## src/rtl/multicycle_ctrl.sv

```systemverilog
// Multi-cycle sequencer for the MIPS-subset datapath.
// Steps each instruction through FETCH/DECODE/EXEC/WB (or BR), waits on a
// variable-latency instruction memory, counts retired instructions and
// raises a sticky fault when a fetch never completes.
module multicycle_ctrl #(
    parameter int FETCH_TIMEOUT = 15,
    parameter int CNT_W         = 16
) (
    input  logic             clk_i,
    input  logic             rst_i,
    input  logic             run_i,
    input  logic             imem_ready_i,
    input  logic [5:0]       instr_op_i,
    input  logic [5:0]       funct_i,
    input  logic             zero_i,
    output logic             imem_req_o,
    output logic             ir_write_o,
    output logic             pc_write_o,
    output logic             pc_src_o,
    output logic             reg_write_o,
    output logic             reg_dst_o,
    output logic             alu_src_o,
    output logic [2:0]       alu_op_o,
    output logic             shift_o,
    output logic             se_o,
    output logic             illegal_o,
    output logic             fault_o,
    output logic [2:0]       state_o,
    output logic [CNT_W-1:0] retired_o
);

    typedef enum logic [2:0] {
        S_IDLE   = 3'd0,
        S_FETCH  = 3'd1,
        S_DECODE = 3'd2,
        S_EXEC   = 3'd3,
        S_WB     = 3'd4,
        S_BR     = 3'd5,
        S_HALT   = 3'd6
    } state_t;

    typedef enum logic [2:0] {
        C_NONE  = 3'd0,
        C_R     = 3'd1,
        C_SHIFT = 3'd2,
        C_ADDI  = 3'd3,
        C_SLTI  = 3'd4,
        C_BEQ   = 3'd5,
        C_ILL   = 3'd6
    } iclass_t;

    localparam logic [7:0] TIMEOUT = FETCH_TIMEOUT[7:0];

    state_t           state_q;
    iclass_t          class_q;
    iclass_t          class_d;
    logic [7:0]       wait_q;
    logic [CNT_W-1:0] retired_q;

    // Classify the instruction currently presented by the IR.
    always_comb begin
        class_d = C_ILL;
        unique case (instr_op_i)
            6'b000000: class_d = (funct_i == 6'b000000 || funct_i == 6'b000010) ? C_SHIFT : C_R;
            6'b001000: class_d = C_ADDI;
            6'b001010: class_d = C_SLTI;
            6'b000100: class_d = C_BEQ;
            default:   class_d = C_ILL;
        endcase
    end

    // Sequencer: state, latched class, fetch wait counter and retire count.
    always_ff @(posedge clk_i or posedge rst_i) begin
        if (rst_i) begin
            state_q   <= S_IDLE;
            class_q   <= C_NONE;
            wait_q    <= 8'd0;
            retired_q <= '0;
        end else begin
            unique case (state_q)
                S_IDLE: begin
                    if (run_i) state_q <= S_FETCH;
                end
                S_FETCH: begin
                    if (imem_ready_i) begin
                        state_q <= S_DECODE;
                        wait_q  <= 8'd0;
                    end else if (wait_q == TIMEOUT) begin
                        state_q <= S_HALT;
                        wait_q  <= 8'd0;
                    end else begin
                        wait_q  <= wait_q + 8'd1;
                    end
                end
                S_DECODE: begin
                    class_q <= class_d;
                    if (class_d == C_ILL)      state_q <= run_i ? S_FETCH : S_IDLE;
                    else if (class_d == C_BEQ) state_q <= S_BR;
                    else                       state_q <= S_EXEC;
                end
                S_EXEC: state_q <= S_WB;
                S_WB, S_BR: begin
                    retired_q <= retired_q + {{(CNT_W-1){1'b0}}, 1'b1};
                    state_q   <= run_i ? S_FETCH : S_IDLE;
                end
                S_HALT:  state_q <= S_HALT;
                default: state_q <= S_IDLE;
            endcase
        end
    end

    // Datapath controls decode straight from state/class; the fetch strobe and
    // branch PC write follow ready/zero within the same cycle, so they cannot
    // be registered without costing a cycle of latency.
    always_comb begin
        imem_req_o  = 1'b0;
        ir_write_o  = 1'b0;
        pc_write_o  = 1'b0;
        pc_src_o    = 1'b0;
        reg_write_o = 1'b0;
        reg_dst_o   = 1'b0;
        alu_src_o   = 1'b0;
        alu_op_o    = 3'b000;
        shift_o     = 1'b0;
        se_o        = 1'b0;
        illegal_o   = 1'b0;
        fault_o     = 1'b0;
        unique case (state_q)
            S_FETCH: begin
                imem_req_o = 1'b1;
                ir_write_o = imem_ready_i;
                pc_write_o = imem_ready_i;
            end
            S_DECODE: illegal_o = (class_d == C_ILL);
            S_EXEC, S_WB: begin
                reg_write_o = (state_q == S_WB);
                unique case (class_q)
                    C_R:     begin reg_dst_o = 1'b1; alu_op_o = 3'b010; end
                    C_SHIFT: begin reg_dst_o = 1'b1; alu_op_o = 3'b010; shift_o = 1'b1; end
                    C_ADDI:  begin alu_src_o = 1'b1; se_o = 1'b1; alu_op_o = 3'b000; end
                    C_SLTI:  begin alu_src_o = 1'b1; se_o = 1'b1; alu_op_o = 3'b011; end
                    default: ;
                endcase
            end
            S_BR: begin
                alu_op_o   = 3'b001;
                se_o       = 1'b1;
                pc_src_o   = 1'b1;
                pc_write_o = zero_i;
            end
            S_HALT:  fault_o = 1'b1;
            default: ;
        endcase
    end

    assign state_o   = state_q;
    assign retired_o = retired_q;

endmodule

```

## config.mk

```make
export PLATFORM = sky130hd
export DESIGN_NAME = multicycle_ctrl
export DESIGN_NICKNAME = d
export VERILOG_FILES = /design/src/rtl/multicycle_ctrl.sv
export SDC_FILE = /design/constraint.sdc
export NUM_CORES = 1
export LEC_CHECK = 0
export ABC_AREA = 1
export CORE_MARGIN = 8
export CORE_UTILIZATION = 45
export CTS_BUF_LIST = sky130_fd_sc_hd__clkbuf_8
export CTS_CLUSTER_SIZE = 40
export DETAILED_ROUTE_END_ITERATION = 8
export PLACE_DENSITY = 0.85
export SYNTH_ARGS = -nofsm -noshare
export SYNTH_HDL_FRONTEND = slang
export SYNTH_SLANG_ARGS = --single-unit
```

## constraint.sdc

```tcl
create_clock -name clk_i -period 1.5 [get_ports clk_i]
set_input_delay 0.45 -clock clk_i [delete_from_list [all_inputs] [get_ports clk_i]]
set_output_delay 0.45 -clock clk_i [all_outputs]
set_load 0.01 [all_outputs]
```

==> metrics.txt <==
status complete, but fails checks; failing checks negative setup slack; Area Overhead vs Synth 78.20%; MaxCap Viol Count 0; CP Launch Type flop; ys flop type dfrtp_1; largest family of logic cells by synthesized area simple AND/OR/NAND/NOR gates; top post-synthesis cells by area dfrtp_1, nand2_1, nor2_1, inv_1, nand3_1; crit path to alu_op_o[1]; RSZ-0062 raised after global routing yes; Syn. warnings 0; placed inst area about 0.0028 mm^2; Post-Route WL roughly 7 mm; Fin Hold WS 0.4926 ns; Row Count 23; gr usage total 20.68%; Critical Path Source state_o[2]; Nets 407; asr flop ratio synth 100.0%; P per Cell Area around 1400 mW/mm^2; Worst-Skew Late Latency slightly below 0.3 ns; DR vias 2287; Post-synth EDFFs 0; Post-DRT Antenna Nets 0; H-tree depth 2; Die Y between 80 and 90 um; post-route worst setup slack -0.5138 ns; IO buf count between 40 and 50; first-pass GRT wire length about 11 mm; post-place setup slack -0.7775 ns; RR Endpoint state_o[2]; Slowest-stage cell, CP dfrtp_2; peak supply drop approximately 0.0013 V; initial drt markers 133; Synth Area in XOR/XNOR under 10%; Setup Total Neg Slack -5.220 ns; Post-Syn Area per Cell 7.151 um^2; average vias per placed instance 5.210; CTS tree built; # hold bufs at CTS 0; Final Instance Area approximately 0.0033 mm^2; Yosys reg bits 30; Final setup viols 25; crit path max fanout 4; Seq/Total Area, Yosys ~40%; DR pass1 iterations 4; area fraction in and, or, nand and nor cells after synthesis between 30 and 40%; Max Root-Sink Buffers 2; Synth Area in Adders about 1.3%; fin crit share 134.3%; area leader, netlist dfrtp_1; commonest non-fill, non-tap cell in the layout nand2_1; mux cell area share after synthesis 0%; grt total ovfl 0; CTS Buf Count 5; skew final a little over 0.008 ns; share of the synthesized area in the top cell type 40.38%; Reg2Reg Depth 9; Slew Limit Fails 0; P_leak roughly 1.7 nW; Die X 80.28 um; area used by multi-input combinational logic around 0.0012 mm^2; worst hold path type in2async; CTS Sinks 30; FMAX about 500 MHz; placed instance count roughly 400; routability cong. between 0.8 and 0.9; Fillers between 200 and 250; Non-Filler Instances approximately 440; Antenna Diode Count 0; WL/cell ~16 um; Syn Std Cell Area 0.001859 mm^2; core footprint ~0.004 mm^2; endpoint class of the critical path primary output; FF/Latch Area about 750 um^2; initial core utilization a little under half; commonest non-fill, non-tap cells in the layout nand2_1, buf_4, dfrtp_1; final hold violation count 0; Mapped Nets 279; CP Cell Sequence inv_4 -> nor3_4 -> nor2_4 -> nor2_1 -> nand2_1 -> o21ai_2 -> buf_2; Worst Path Arrival 1.56 ns; FF-to-FF setup slack -0.11 ns; root buf cell clkbuf_8; CP peak stage delay 0.44 ns; initial antenna violation count 0; placed wire-length estimate between 4 and 5 mm; IO Pins 50; Compound-Gate Fraction of Synth Area under 10%; Power Total approximately 4.8 mW; die area about 0.0064 mm^2; Yosys cell types 29; Crit path required time 1.05 ns; synthesized netlist cell count 260; largest net degree at the start of global routing 31; drt drc 0; post-layout util 82.83%; Worst R2R Start state_o[2]; fin crit period 2.014 ns; vias in the first global route around 2.4k; Worst-path clk slew about 0.07 ns; share of cells above drive strength 1 between 40% and 50%; kind of critical path reg2out
## timing repair
action | in CTS | in global routing
setup buffers | 27 | 7
setup endpoints to repair | 38 | 37
endpoints found under the hold margin | 0 | 0
gates resized for setup | 153 | 47
pin swaps | 21 | 18
## cells by family (layout without fill, tap and decap cells)
| group | Yosys count | after routing |
|---|---|---|
| and+or+nand+nor | 154 | 154 |
| buffers and inverters | 34 | 163 |
| DFF | 30 | 30 |
| AOI/OAI and AO/OA | 28 | 28 |
| xor gates and xnor gates | 11 | 11 |
| adders and majority gates | 2 | 2 |
| other | 1 | 1 |
## where the power goes
part           internal [mW]  leakage [nW]  switching, mW
Sequential              1.00         0.397          0.240
Clock                  0.368        0.0472          0.327
Combinational           1.37          1.27           1.48
Total                   2.73          1.72           2.04
## worst min-delay path by stage
stage	depth (start not counted)	from	slack, ns	endpoint
after floorplan	1	wait_q[0]	0.47	wait_q[0]
after global placement	1	retired_o[10]	0.51	retired_o[10]
after detailed placement	1	retired_o[10]	0.52	retired_o[10]
after CTS	3	rst_i	0.50	retired_o[15]
after global routing	3	rst_i	0.53	retired_o[13]
final	3	rst_i	0.49	retired_o[7]
## synthesized netlist by cell type (2+ instances only)
| library cell | n |
|---|---|
| dfrtp_1 | 30 |
| nand3b_1 | 3 |
| nor3_1 | 4 |
| a21oi_1 | 7 |
| xor2_1 | 7 |
| inv_2 | 6 |
| o21bai_1 | 2 |
| buf_4 | 2 |
| nand2_1 | 82 |
| nor3_2 | 4 |
| nor2_1 | 36 |
| o21ai_0 | 6 |
| xnor2_1 | 4 |
| nor2_2 | 2 |
| inv_1 | 24 |
| a31oi_1 | 3 |
| nand3_1 | 13 |
| o21ai_1 | 7 |
| nand4_1 | 7 |
| ha_1 | 2 |
## critical path: cells and delay by family (launching register included)
family	cells	cell delay, ns
buffers and inverters	2	0.20
AND/OR/NAND/NOR	4	0.57
flip-flops	1	0.44
AO/OA/AOI/OAI	1	0.07
## cell type report
type / instances / share of cell area [%]
clock buffer: 6 / 2.492
clock inverter: 2 / 0.3776
inverter: 30 / 3.927
multi-input combinational: 196 / 36.40
sequential: 30 / 22.77
tap: 50 / 1.888
timing repair buffer: 125 / 32.14
## state kept, by name (all words and copies together) (netlist names)
signal,flops
retired_o,16
state_o,3
class_q,3
wait_q,8
## metal layers
metal	global-route usage, %	wire length, um	vias up
met5	0	0	-
met4	10.55	238	0
met3	5.357	446	29
met2	37.43	3728	95
met1	21.40	2614	1074
li1	-	-	1089
Note: power is estimated with default switching activity, not from simulation.
